[src/rtl/uart_tx_arbiter.sv]
// Shares one UART transmitter between NUM_REQ byte sources: picks a requester, launches one frame, tracks tx_busy.
// Define UART_ARB_RR_EN for round-robin selection; otherwise fixed priority (lowest index wins).
module uart_tx_arbiter #(
  parameter int NUM_REQ  = 4,
  parameter int DATA_W   = 8,
  parameter int BUSY_TMO = 4
) (
  input  logic                      clk,
  input  logic                      rst,
  input  logic [NUM_REQ-1:0]        req_valid,
  input  logic [NUM_REQ*DATA_W-1:0] req_data,
  input  logic [NUM_REQ-1:0]        req_par_en,
  output logic [NUM_REQ-1:0]        req_ready,
  output logic [DATA_W-1:0]         tx_data,
  output logic                      tx_valid,
  output logic                      tx_par_en,
  input  logic                      tx_busy,
  output logic [$clog2(NUM_REQ)-1:0] grant_id,
  output logic                      active,
  output logic                      tmo_err
);

  localparam int ID_W  = $clog2(NUM_REQ);
  localparam int CNT_W = $clog2(BUSY_TMO + 1);

  typedef enum logic [1:0] {
    S_IDLE,
    S_LAUNCH,
    S_WAIT_BUSY,
    S_WAIT_DONE
  } state_t;

  state_t              r_state;
  state_t              w_state_nxt;
  logic [CNT_W-1:0]    r_cnt;
  logic [CNT_W-1:0]    w_cnt_nxt;
  logic                w_launch;
  logic                w_tmo;
  logic                w_done;

  logic                w_win_found;
  logic [ID_W-1:0]     w_win_id;
  logic [DATA_W-1:0]   w_win_data;
  logic                w_win_par;

  logic [NUM_REQ-1:0]  r_req_ready;
  logic [DATA_W-1:0]   r_tx_data;
  logic                r_tx_valid;
  logic                r_tx_par_en;
  logic [ID_W-1:0]     r_grant_id;
  logic                r_active;
  logic                r_tmo_err;

`ifdef UART_ARB_RR_EN
  logic [ID_W-1:0]     r_last_grant;

  // Scan from farthest to nearest after the pointer so the nearest valid requester wins.
  always_comb begin : p_sel
    int idx;
    idx         = 0;
    w_win_found = 1'b0;
    w_win_id    = '0;
    w_win_data  = '0;
    w_win_par   = 1'b0;
    for (int k = NUM_REQ; k >= 1; k--) begin
      idx = (int'(r_last_grant) + k) % NUM_REQ;
      if (req_valid[idx]) begin
        w_win_found = 1'b1;
        w_win_id    = ID_W'(idx);
        w_win_data  = req_data[idx*DATA_W +: DATA_W];
        w_win_par   = req_par_en[idx];
      end
    end
  end

  always_ff @(posedge clk or negedge rst) begin
    if (!rst) begin
      r_last_grant <= ID_W'(NUM_REQ - 1);
    end else if (r_state == S_LAUNCH) begin
      r_last_grant <= r_grant_id;
    end
  end
`else
  always_comb begin : p_sel
    w_win_found = 1'b0;
    w_win_id    = '0;
    w_win_data  = '0;
    w_win_par   = 1'b0;
    for (int k = NUM_REQ - 1; k >= 0; k--) begin
      if (req_valid[k]) begin
        w_win_found = 1'b1;
        w_win_id    = ID_W'(k);
        w_win_data  = req_data[k*DATA_W +: DATA_W];
        w_win_par   = req_par_en[k];
      end
    end
  end
`endif

  always_ff @(posedge clk or negedge rst) begin
    if (!rst) begin
      r_state <= S_IDLE;
      r_cnt   <= '0;
    end else begin
      r_state <= w_state_nxt;
      r_cnt   <= w_cnt_nxt;
    end
  end

  always_comb begin
    w_state_nxt = r_state;
    w_cnt_nxt   = r_cnt;
    w_launch    = 1'b0;
    w_tmo       = 1'b0;
    w_done      = 1'b0;
    case (r_state)
      S_IDLE: begin
        if (w_win_found) begin
          w_launch    = 1'b1;
          w_state_nxt = S_LAUNCH;
        end
      end
      S_LAUNCH: begin
        w_cnt_nxt   = '0;
        w_state_nxt = S_WAIT_BUSY;
      end
      S_WAIT_BUSY: begin
        w_cnt_nxt = r_cnt + 1'b1;
        // A busy rise on the timeout cycle still counts as a started frame.
        if (tx_busy) begin
          w_state_nxt = S_WAIT_DONE;
        end else if (w_cnt_nxt == CNT_W'(BUSY_TMO)) begin
          w_tmo       = 1'b1;
          w_state_nxt = S_IDLE;
        end
      end
      S_WAIT_DONE: begin
        if (!tx_busy) begin
          w_done      = 1'b1;
          w_state_nxt = S_IDLE;
        end
      end
      default: w_state_nxt = S_IDLE;
    endcase
  end

  // Outputs are registered on the transition into LAUNCH so they line up with that state.
  always_ff @(posedge clk or negedge rst) begin
    if (!rst) begin
      r_req_ready <= '0;
      r_tx_data   <= '0;
      r_tx_valid  <= 1'b0;
      r_tx_par_en <= 1'b0;
      r_grant_id  <= '0;
      r_active    <= 1'b0;
      r_tmo_err   <= 1'b0;
    end else begin
      r_tx_valid  <= w_launch;
      r_req_ready <= w_launch ? (NUM_REQ'(1) << w_win_id) : '0;
      r_tmo_err   <= w_tmo;
      if (w_launch) begin
        r_tx_data   <= w_win_data;
        r_tx_par_en <= w_win_par;
        r_grant_id  <= w_win_id;
        r_active    <= 1'b1;
      end else if (w_tmo || w_done) begin
        r_active    <= 1'b0;
      end
    end
  end

  assign req_ready = r_req_ready;
  assign tx_data   = r_tx_data;
  assign tx_valid  = r_tx_valid;
  assign tx_par_en = r_tx_par_en;
  assign grant_id  = r_grant_id;
  assign active    = r_active;
  assign tmo_err   = r_tmo_err;

endmodule

[config.mk]
export PLATFORM = sky130hd
export DESIGN_NAME = uart_tx_arbiter
export DESIGN_NICKNAME = d
export VERILOG_FILES = /design/src/rtl/uart_tx_arbiter.sv
export SDC_FILE = /design/constraint.sdc
export NUM_CORES = 1
export LEC_CHECK = 0
export BUFFER_PORTS_ARGS = -buffer_cell sky130_fd_sc_hd__buf_2
export CORE_MARGIN = 5
export CORE_UTILIZATION = 45
export DETAILED_ROUTE_END_ITERATION = 10
export PLACE_DENSITY = 0.79
export SLEW_MARGIN = 0
export SYNTH_ARGS = -nofsm -noshare
export SYNTH_HDL_FRONTEND = slang
export SYNTH_SLANG_ARGS = --single-unit
[constraint.sdc]
create_clock -name clk -period 1.6 [get_ports clk]
set_input_delay 0.08 -clock clk [delete_from_list [all_inputs] [get_ports clk]]
set_output_delay 0.08 -clock clk [all_outputs]
set_load 0.1 [all_outputs]
# Yosys cells after proc, flatten, opt, wreduce, memory -nomap -nowiden
# Index checks and enable logic that the tools add are counted.
[op_classes]
n_shift = 1
n_mux = 32
reduce_logical = 5
addsub = 1
n_eq_ne = 7
[ops]
columns = ["op", "n"]
rows = [
  ["$mux W8", 4],
  ["$mux W1", 17],
  ["$mux W2", 8],
  ["$pmux W2 S4", 1],
  ["$pmux W3 S2", 1],
  ["$eq A2 B2 Y1 const B", 2],
  ["$mux W4", 1],
  ["$ne A2 B2 Y1 const B", 2],
  ["$reduce_bool A2 Y1", 2],
  ["$shl A1 B2 Y4 const A", 1],
  ["$add A3 B1 Y3 const B", 1],
  ["$eq A3 B3 Y1 const B", 1],
  ["$ne A3 B3 Y1 const B", 1],
  ["$reduce_and A3 Y1", 1],
  ["$eq A2 B1 Y1 const B", 1],
  ["$logic_not A2 Y1", 1],
  ["$logic_or A1 B1 Y1", 1],
]
[word_totals]
elab_cells = 55
out_inout_bits = 18
regBits = 23
input_bits = 43

# Longest topological paths before layout
# Gate-level depths: netlist of run 1.
[depth]
depth_word = 8
mapped_depth = 6
ltp_nobuf = 5

# Least setup slack after synthesis of run 1
# Ideal clock, no wire load.
[synth_path]
kind = "reg2reg"
start = "reg r_state[0]"
end = "reg r_tx_data[5] (netlist: tx_data[5])"
setup_slack_ps = 181
path_buffers = 1
setup_ps = 104
arrival_ps = 1315
path_stages_with_launch = 6
period_less_slack_ps = 1419
required_ps = 1496
path_cell_list = "dfrtp_1 inv_1 ha_1 o41ai_2 buf_2 o41ai_2"
[synth_via]
elab_chain_len = 2
[synth_rtl]
columns = ["element", "line_no", "rtl"]
rows = [
  ["start: declaration", "33", "state_t r_state;"],
  ["start signal: assignment", "105", "r_state <= w_state_nxt;"],
  ["$logic_not A2 Y1", "116", "case (r_state)"],
  ["$mux W1", "116", ""],
  ["end signal: assignment", "162", "r_tx_data <= w_win_data;"],
  ["end: declaration", "47", "logic [DATA_W-1:0] r_tx_data;"],
]
# No other way between the ends.
# A chain may end at the register's enable or synchronous reset.

# Worst setup path in the final report of run 1
[layout_path]
start = "reg r_state[0]"
end = "reg r_state[0]"
[layout_via]
elab_chain_len = 3
word_cells_on_any_way = 9
cone_classes = "6 x eq/ne; 1 x mux; 2 x reduce/logical"
[layout_rtl]
columns = ["element", "line_no"]
rows = [
  ["$eq A2 B2 Y1 / $logic_not A2 Y1 (equally long branches)", "116"],
  ["$ne A3 B3 Y1 (no line) / $ne A2 B2 Y1 (equally long branches)", "--"],
  ["$reduce_and A3 Y1 (no line)", "--"],
]
# Parallel ways exist; a longest one is shown, timed or not.

==> impl_metrics.json, run 1 <==
{
  "setup_viol": 0,
  "wl_met1_um": 1450,
  "min_path_type": "input pin to flip-flop",
  "die_x_um": 61.7,
  "drv_cap": 0,
  "htree_levels": 1,
  "cts_tree": "built",
  "critical_path_buf_inv_count": 1,
  "grt_use_total": 0.177,
  "n_fill_cell": 207,
  "drtIter0Drc": 94,
  "first_global_vias": 1200,
  "fin_crit_ns": 1.51,
  "synth.area.top_cells": "dfrtp_1, a221oi_1, ha_1",
  "tightest_slew_ns": 1.02,
  "async_reset_ff_frac": 1.00,
  "grt_start_max_net_pins": 24,
  "routed_wl_um": 3570,
  "area_growth_pct": 36.4,
  "fmax_mhz": 661,
  "route.met2.wl_um": 1710,
  "post-synth-top-area-fraction": 0.479,
  "finalCritPeriodShare": 0.946,
  "cp.arrival_ns": 1.77,
  "grt_antenna_before_repair": 0,
  "cp_slowest_cell": "dfrtp_1",
  "rows": 18,
  "antenna_left": 0,
  "avgSynthCellArea_um2": 10.4,
  "syn-num-nets": 164,
  "synth_top_area_cell": "dfrtp_1",
  "antenna_cells": 0,
  "pre_cts_ws_ns": 0.00303,
  "start_util": 0.476,
  "grt_pass1_wl_um": 5080,
  "dr.pass1.iters": 4,
  "skew_ns": 0.00452,
  "clockRootBuffer": "clkbuf_4",
  "die_area_um2": 3800,
  "fin_tns_setup_ns": 0,
  "top_layer": "met4",
  "via_count": 1248,
  "clkLatencyLatePin_ns": 0.32,
  "fin_ws_ns": 0.0866,
  "synth_warnings": 0,
  "avgRoutedWirePerCell_um": 17.0,
  "hpwlAfterDp_um": 2520,
  "start_kind": "flip-flop",
  "critical_path_class": "flip-flop to flip-flop",
  "cellPowerDensity_nw_per_um2": 2310,
  "drive_above_1_share": 0.433,
  "clk_pin_slew_ns": 0.14,
  "syn-instance-count": 115,
  "slowest_delay_ns": 0.38,
  "utilization": 0.649,
  "path_cells": "inv_1 > ha_4 > nor3b_4 > a221oi_2 > mux2i_1",
  "io-pin-count": 61,
  "synth_area_um2": 1200,
  "portBuffers": 60,
  "drcViolationCount": 0,
  "synth-seq-cells": 23,
  "clockBufferDepth": 2,
  "ys.flop_type": "dfrtp_1",
  "outcome": "finished clean",
  "vdd_drop_max_mv": 1.84,
  "p_leak_nw": 0.840,
  "ff_latch_area_um2": 576,
  "required_ns": 1.85,
  "stdcell_area_um2": 1640,
  "met3_length_um": 317,
  "final_cells": 210,
  "cts_made_buffers": 3,
  "rsz0062_at_grt": "false",
  "drv_slew": 0,
  "numPlacedInstances": 202,
  "path_delay_family": "flip-flops",
  "synth_edf_count": 0,
  "end_kind": "flip-flop",
  "fp.dieH_um": 61.7,
  "grt_overflow": 0,
  "maxSlewHeadroom": 0.310,
  "clock_sinks": 23,
  "hold_violations": 0,
  "globalplace.congestion": 0.750,
  "multi_input_area_um2": 609,
  "layout.nets": 230,
  "placed_area_um2": 1540,
  "core_area_um2": 2520,
  "viasPerCell": 5.94,
  "synth_seq_area_share": 0.479,
  "crit_fanout": 5,
  "synthDistinctLibCells": 31
}
-- metrics by stage --
stage               power (mW)  hold WS [ns]
global placement          3.29        0.0816
CTS                       3.66        0.0562
global route              3.97         0.103
detailed placement        3.35        0.0876
floorplan                 2.87        -0.216
finish                    3.78        0.0830
-- cells in the mapped netlist, drive strengths merged, types with 2 or more instances --
master and number:
o21ai 6, nor3b 3, nor2b 2, a21oi 3
ha 6, nand2 10, dfrtp 23, o22ai 8
and2 2, a221oi 10, inv 10, o31ai 8
nor2 3, o41ai 2, buf 6, nand3 2
-- report_power, final --
group | leakage (nW) | internal, mW | total, mW | switching, mW
Clock | 0.0139 | 0.0955 | 0.283 | 0.188
Sequential | 0.290 | 0.812 | 0.926 | 0.114
Combinational | 0.537 | 0.629 | 2.57 | 1.95
-- layout by cell type (no fill, tap or decap), types with 4 or more instances in the layout --
master / synthesis / routed
nand2_1: 10 / 10
buf_4: 0 / 5
o31ai_1: 8 / 8
o22ai_1: 8 / 8
o21ai_0: 4 / 4
a221oi_1: 9 / 9
inv_1: 9 / 9
ha_1: 6 / 5
buf_2: 6 / 60
dfrtp_1: 23 / 23
-- flip-flops by register name, indices dropped and copies added (netlist names) --
name       count
grant_id       2
active         1
r_state        2
tx_valid       1
r_cnt          3
tx_par_en      1
req_ready      4
tmo_err        1
tx_data        8
-- metal layers --
layer | vias to the layer above | GRT usage
li1 | 564 | -
met1 | 594 | 0.229
met2 | 75 | 0.302
met3 | 15 | 0.0356
met4 | 0 | 0.0455
met5 | - | 0
-- kinds of logic after synthesis --
logic type / synth area share
fa+ha+maj: 0.0625
flops: 0.479
buf+inv: 0.0562
simple gates: 0.122
compound gates: 0.272
mux: 0.00833
-- final cells by class --
cell class	instances	share of cell area
Timing Repair Buffer	66	0.212
Inverter	10	0.0229
Tap cell	30	0.0229
Multi-Input combinational cell	77	0.372
Clock buffer	3	0.0138
Clock inverter	1	0.00458
Sequential cell	23	0.351
-- worst register-to-register path: cells and delay by family, from the launching register on --
family / cells / cell delay [ns]
and+or+nand+nor: 1 / 0.17
DFF: 1 / 0.38
buffers and inverters: 1 / 0.11
adders and majority gates: 1 / 0.22
muxes: 1 / 0.23
AOI/OAI and AO/OA: 1 / 0.34
-- final timing paths --
check | end | cells past startpoint | slack (ns) | start
setup / recovery | r_state[0] | 5 | 0.09 | r_state[0]
hold reg to reg | tx_data[6] | 2 | 0.49 | tx_data[6]
max in group asynchronous | tx_data[0] | 2 | 1.00 | rst
setup reg to reg | r_state[0] | 5 | 0.09 | r_state[0]
min in group asynchronous | req_ready[0] | 2 | 0.25 | rst
hold / removal | tx_data[2] | 3 | 0.08 | req_data[10]
-- what timing repair did --
action	4_1_cts	5_1_grt
hold buffers	1	0
cloned	0	1
gates resized for setup	1	3
setup buffers	1	1
pin swaps	1	1
setup endpoints to repair	2	3
endpoints found under the hold margin	23	0
Note: power is estimated with default switching activity, not from simulation.
==> run 2, diff against run 1 <==
--- a/config.mk
+++ b/config.mk
@@ -5,9 +5,10 @@
 export SDC_FILE = /design/constraint.sdc
 export NUM_CORES = 1
 export LEC_CHECK = 0
+export ABC_AREA = 1
 export BUFFER_PORTS_ARGS = -buffer_cell sky130_fd_sc_hd__buf_2
-export CORE_MARGIN = 5
-export CORE_UTILIZATION = 45
+export CORE_MARGIN = 2
+export CORE_UTILIZATION = 47
 export DETAILED_ROUTE_END_ITERATION = 10
 export PLACE_DENSITY = 0.79
 export SLEW_MARGIN = 0
==> run 2 against run 1 <==
Clock skew shrank 0.0028 ns. Synthesized cell count grew 78%. Power shrank 9.2%. Clock power shrank 9.2%. Register-to-register slack gained 0.16 ns. Sequential share of layout area shrank 2.6 points. Via count grew 7.4%. Core utilization shrank 5.6 points. Die area shrank 7.4%. Sequential cell count is the same.
==> impl_metrics.json, run 2 <==
{
  "cp.arrival_ns": 1.60,
  "outcome": "finished clean",
  "p_comb_frac": 0.660,
  "synth_xor_area_frac": 0,
  "cts_setup_buffers": 0,
  "setup_viol": 0,
  "globalplace.congestion": 0.877,
  "utilization": 0.593,
  "synthDistinctLibCells": 17,
  "switching_share": 0.623,
  "portBuffers": 60,
  "synth_seq_area_share": 0.400,
  "io-pin-count": 61,
  "most-common-layout-cells": "nand2_1, buf_2, inv_1",
  "fin_ws_ns": 0.247,
  "p_leak_nw": 1.11,
  "start_util": 0.484,
  "p_int_mw": 1.30,
  "drv_slew": 0,
  "clk_pin_slew_ns": 0.12,
  "synth_area_um2": 1440,
  "finalCritPeriodShare": 0.846,
  "grt_start_max_net_pins": 24,
  "grt_overflow": 0,
  "avgSynthCellArea_um2": 7.03,
  "design_power_total_mw": 3.44,
  "post-synth-top-area-fraction": 0.400,
  "synth_top_area_cell": "dfrtp_1",
  "required_ns": 1.85,
  "drcViolationCount": 0,
  "syn-instance-count": 205,
  "rows": 20,
  "slowest_delay_ns": 0.43,
  "die_x_um": 59.4,
  "clkPwrFrac": 0.075,
  "cts_tree": "built",
  "area_growth_pct": 22.7,
  "path_delay_family": "simple AND/OR/NAND/NOR gates",
  "synth_compound_area_frac": 0.0148,
  "synthSimpleGateAreaFrac": 0.400,
  "fp.dieH_um": 59.4,
  "skew_ns": 0.00172,
  "tightest_slew_ns": 0.486,
  "seqPwrFrac": 0.265,
  "fin_tns_setup_ns": 0,
  "dr.pass1.iters": 4,
  "drv_cap": 0,
  "vdd_drop_max_mv": 1.13,
  "synth_edf_count": 0,
  "path_cells": "inv_1 > ha_1 > nand2_2 > nor2_1 > nand2_1 > nand2_1",
  "grt_pass1_wl_um": 5020,
  "synth-seq-cells": 23,
  "ys.flop_type": "dfrtp_1",
  "async_reset_ff_frac": 1.00,
  "min_path_type": "input pin to flip-flop",
  "grt_antenna_before_repair": 0,
  "crit_fanout": 22,
  "synth_top_family_by_area": "simple AND/OR/NAND/NOR gates",
  "antenna_cells": 0,
  "routed_wl_um": 3020,
  "via_count": 1340,
  "synth_warnings": 0,
  "cts_made_buffers": 3,
  "clkLatencyLatePin_ns": 0.30,
  "fmax_mhz": 739,
  "fin_crit_ns": 1.35,
  "syn-num-nets": 254,
  "muxShareOfSynthArea": 0,
  "synth.most_common_cell": "nand2_1",
  "cellPowerDensity_nw_per_um2": 1950,
  "hold_violations": 0,
  "clock_sinks": 23,
  "drtIter0Drc": 44,
  "die_area_um2": 3520,
  "avgRoutedWirePerCell_um": 10.2,
  "rsz0062_at_grt": "false",
  "hpwlAfterDp_um": 2390,
  "layout.nets": 314,
  "final_common_cell": "nand2_1",
  "synth_common_cells": "nand2_1, inv_1, dfrtp_1",
  "htree_levels": 1,
  "p_switching_mw": 2.14,
  "largest_register_ffs": 8,
  "critical_path_buf_inv_count": 1,
  "core_area_um2": 2980,
  "viasPerCell": 4.51,
  "drive_above_1_share": 0.292,
  "worst_path_most_repeated_cell": "nand2_1",
  "maxSlewHeadroom": 0.676,
  "end_kind": "flip-flop",
  "clockRootBuffer": "clkbuf_4",
  "pre_cts_ws_ns": 0.250,
  "first_global_vias": 1247,
  "grt_use_total": 0.187,
  "cp_slowest_cell": "dfrtp_1",
  "antenna_left": 0,
  "synthAdderAreaFrac": 0.0521,
  "critical_path_class": "flip-flop to flip-flop",
  "synth.area.top_cells": "dfrtp_1, nand2_1, inv_1",
  "clockBufferDepth": 2,
  "start_kind": "flip-flop"
}
## run 2: cell types whose count changed after synthesis, moves of 3 or more
| cell | previous run | this run |
|---|---|---|
| nor2_1 | 3 | 14 |
| a221oi_1 | 9 | 0 |
| nand3_2 | 0 | 8 |
| nand3_1 | 2 | 18 |
| o31ai_1 | 8 | 0 |
| o22ai_1 | 8 | 1 |
| buf_4 | 0 | 4 |
| buf_2 | 6 | 2 |
| nand2_1 | 10 | 88 |
| a21oi_1 | 3 | 0 |
| inv_1 | 9 | 32 |
## run 2: repair_timing
item                                   CTS  global route
endpoints found under the hold margin   23             0
hold buffers                             1             0
gates resized for setup                  0             0
## run 2: path summary, 6_finish.rpt
path | startpoint | to | slack [ns] | cells past startpoint
worst max-delay path | r_state[0] | tx_data[3] | 0.25 | 6
worst min-delay path | req_data[31] | tx_data[7] | 0.07 | 5
worst max register to register | r_state[0] | tx_data[3] | 0.25 | 6
worst min register to register | tx_data[1] | tx_data[1] | 0.49 | 2
max in group asynchronous | rst | tx_data[6] | 1.02 | 2
min in group asynchronous | rst | req_ready[2] | 0.25 | 2
## run 2: power groups by stage
stage	clock network (mW)	logic, mW	registers, mW
after floorplan	0	0.637	2.21
after global routing	0.291	2.43	0.949
after CTS	0.269	2.28	0.916
final	0.257	2.27	0.913
after global placement	0	2.25	0.928
after detailed placement	0	2.27	0.927
## run 2: worst register-to-register path: stages, from the launching register on
cell	delay [ns]
dfrtp_1	0.43
inv_1	0.12
ha_1	0.22
nand2_2	0.24
nor2_1	0.17
nand2_1	0.06
nand2_1	0.06
## run 2: cells by family (layout without fill, tap and decap cells)
logic type / after synthesis / after routing
and+or+nand+nor: 131 / 131
DFF: 23 / 23
buffers and inverters: 41 / 100
adders and majority gates: 6 / 6
AOI/OAI and AO/OA: 4 / 4
## run 2: metrics by stage
step	instances	hold slack, ns	area, um2
2_1_floorplan	205	-0.216	1440
6_report	297	0.0655	1770
3_5_place_dp	292	0.0760	1730
5_1_grt	297	0.0606	1770
4_1_cts	297	0.0629	1770
3_3_place_gp	292	0.0760	1730
## run 2: layer usage
layer / vias to the layer above / GRT usage / routed length, um / part of all wire
li1: 729 / - / - / -
met2: 39 / 0.338 / 1410 / 0.47
met5: - / 0 / 0 / 0
met3: 2 / 0.0459 / 180 / 0.060
met4: 0 / 0.0292 / 13 / 0.0043
met1: 570 / 0.229 / 1410 / 0.47
## run 2: cell type report
cell class	instances	area [um2]
repair buffers	63	325
inverters	33	126
multi-input cells	141	672
clock buffers	4	26.3
flip-flops and latches	23	576
fillers	276	1210
well taps	33	41.3
==> run 3, diff against run 2 <==
--- a/config.mk
+++ b/config.mk
@@ -8,9 +8,9 @@
 export ABC_AREA = 1
 export BUFFER_PORTS_ARGS = -buffer_cell sky130_fd_sc_hd__buf_2
 export CORE_MARGIN = 2
-export CORE_UTILIZATION = 47
+export CORE_UTILIZATION = 43
 export DETAILED_ROUTE_END_ITERATION = 10
-export PLACE_DENSITY = 0.79
+export PLACE_DENSITY = 0.76
 export SLEW_MARGIN = 0
 export SYNTH_ARGS = -nofsm -noshare
 export SYNTH_HDL_FRONTEND = slang
==> constraint.sdc (replaced) <==
create_clock -name clk -period 1.2 [get_ports clk]
set_input_delay 0.06 -clock clk [delete_from_list [all_inputs] [get_ports clk]]
set_output_delay 0.06 -clock clk [all_outputs]
set_load 0.1 [all_outputs]
==> run 3 against run 2 <==
Sequential power grew 33%. Maximum frequency rose by 8.3%. Clock power grew 44%. The flow now finishes with violations (setup timing). Combinational power up 67%. Power up 56%. Global-route usage down 0.12 points. Clock skew grew 0.0030 ns. First-iteration DRC count down 16%. Non-clock buffer count up 15. Worst setup slack worse by 0.30 ns.
==> impl_metrics.json, run 3 (synthesis gave the netlist of run 2 again) <==
{
  "clkLatencyLatePin_ns": 0.32,
  "rows": 21,
  "fin_ws_ns": -0.0492,
  "layout.nets": 329,
  "most-common-layout-cells": "nand2_1, buf_2, inv_1",
  "clockBufferDepth": 2,
  "grt_start_max_net_pins": 24,
  "fin_crit_ns": 1.25,
  "critical_path_class": "flip-flop to flip-flop",
  "switching_share": 0.580,
  "drcViolationCount": 0,
  "drv_cap": 0,
  "largest_register_ffs": 8,
  "numPlacedInstances": 315,
  "setup_viol": 2,
  "globalplace.congestion": 0.851,
  "seqPwrFrac": 0.226,
  "crit_start": "r_cnt[0]",
  "die_area_um2": 3830,
  "clkPwrFrac": 0.069,
  "cts_made_buffers": 3,
  "dr.pass1.iters": 4,
  "clockRootBuffer": "clkbuf_4",
  "portBuffers": 60,
  "crit_fanout": 2,
  "outcome": "complete, but fails checks",
  "final_cells": 325,
  "hpwlAfterDp_um": 2620,
  "die_x_um": 61.9,
  "core_area_um2": 3280,
  "required_ns": 1.43,
  "finalCritPeriodShare": 1.04,
  "start_kind": "flip-flop",
  "cts_tree": "built",
  "timing.rr.start": "r_cnt[0]",
  "hold_violations": 0,
  "p_comb_frac": 0.705,
  "fmax_mhz": 801,
  "antenna_left": 0,
  "utilization": 0.621,
  "drive_above_1_share": 0.391,
  "viasPerCell": 4.55,
  "clock_sinks": 23,
  "maxSlewHeadroom": 0.654,
  "p_switching_mw": 3.11,
  "tightest_slew_ns": 0.519,
  "fp.dieH_um": 61.9,
  "htree_levels": 1,
  "via_count": 1478,
  "clk_pin_slew_ns": 0.13,
  "drtIter0Drc": 37,
  "grt_antenna_before_repair": 0,
  "skew_ns": 0.00468,
  "p_leak_nw": 1.21,
  "grt_use_total": 0.186,
  "end_kind": "flip-flop",
  "p_int_mw": 2.25,
  "grt_overflow": 0,
  "design_power_total_mw": 5.36,
  "cp.arrival_ns": 1.48,
  "final_common_cell": "nand2_1",
  "avgRoutedWirePerCell_um": 11.2,
  "grt_pass1_wl_um": 5290,
  "rsz0062_at_grt": "true",
  "start_util": 0.438,
  "cellPowerDensity_nw_per_um2": 2630,
  "area_growth_pct": 41.6,
  "routed_wl_um": 3630,
  "min_path_type": "input pin to flip-flop",
  "io-pin-count": 61,
  "n_fill_cell": 290,
  "violations": "setup timing",
  "vdd_drop_max_mv": 1.07,
  "first_global_vias": 1331,
  "antenna_cells": 0,
  "hp-start": "req_data[31]",
  "drv_slew": 0
}
-- run 3: routing by layer --
metal / track usage / up-vias / routed length, um
li1: - / 768 / -
met1: 0.218 / 652 / 1590
met2: 0.328 / 49 / 1720
met3: 0.0518 / 9 / 252
met4: 0.0638 / 0 / 74
met5: 0 / - / 0
-- run 3: repair_timing --
action,4_1_cts,5_1_grt
pin swaps,4,6
setup endpoints to repair,6,25
setup buffers,0,4
gates cloned,0,1
hold buffers,1,0
hold endpoints to repair,23,0
resized for setup,10,25
-- run 3: path summary, 6_finish.rpt --
check,to,slack (ns),cells past startpoint
max,r_state[1],-0.05,8
min,tx_data[7],0.04,5
max reg2reg,r_state[1],-0.05,8
min reg2reg,tx_data[4],0.50,2
max in group asynchronous,tx_data[6],0.62,2
min in group asynchronous,grant_id[0],0.23,2
-- run 3: power by group through the flow --
| stage | registers, mW | logic (mW) | clock network [mW] |
|---|---|---|---|
| 6_report | 1.21 | 3.78 | 0.370 |
| 5_1_grt | 1.25 | 4.02 | 0.418 |
| 4_1_cts | 1.20 | 3.37 | 0.375 |
| 3_5_place_dp | 1.22 | 3.30 | 0 |
| 3_3_place_gp | 1.21 | 3.26 | 0 |
| 2_1_floorplan | 2.94 | 0.850 | 0 |
-- run 3: stage by stage --
step	TNS, ns	hold WS [ns]	cell area, um2	setup slack, ns
4_1_cts	-0.0269	0.0302	1910	-0.0162
6_report	-0.0841	0.0360	2040	-0.0492
3_5_place_dp	-0.110	0.0638	1830	-0.0581
5_1_grt	-0.203	0.0430	2040	-0.0992
2_1_floorplan	0	-0.236	1440	0.0149
3_3_place_gp	-0.000678	0.0608	1830	-0.000678
-- run 3: final cells by class --
cell class / count / area (um2) / area share
Clock buffer: 3 / 22.5 / 0.0110
Clock inverter: 1 / 5.00 / 0.00245
Inverter: 33 / 126 / 0.0620
Multi-Input combinational cell: 141 / 752 / 0.369
Sequential cell: 23 / 576 / 0.282
Tap cell: 46 / 57.6 / 0.0282
Timing Repair Buffer: 78 / 500 / 0.245
-- run 3: worst max-delay path, stage by stage, from the launching register on --
cell and delay [ns]:
dfrtp_1 0.41, ha_2 0.20, ha_4 0.16, inv_2 0.05, nand3_2 0.09, nand2_2 0.08, inv_2 0.05, nand3_2 0.06
nand2_1 0.06
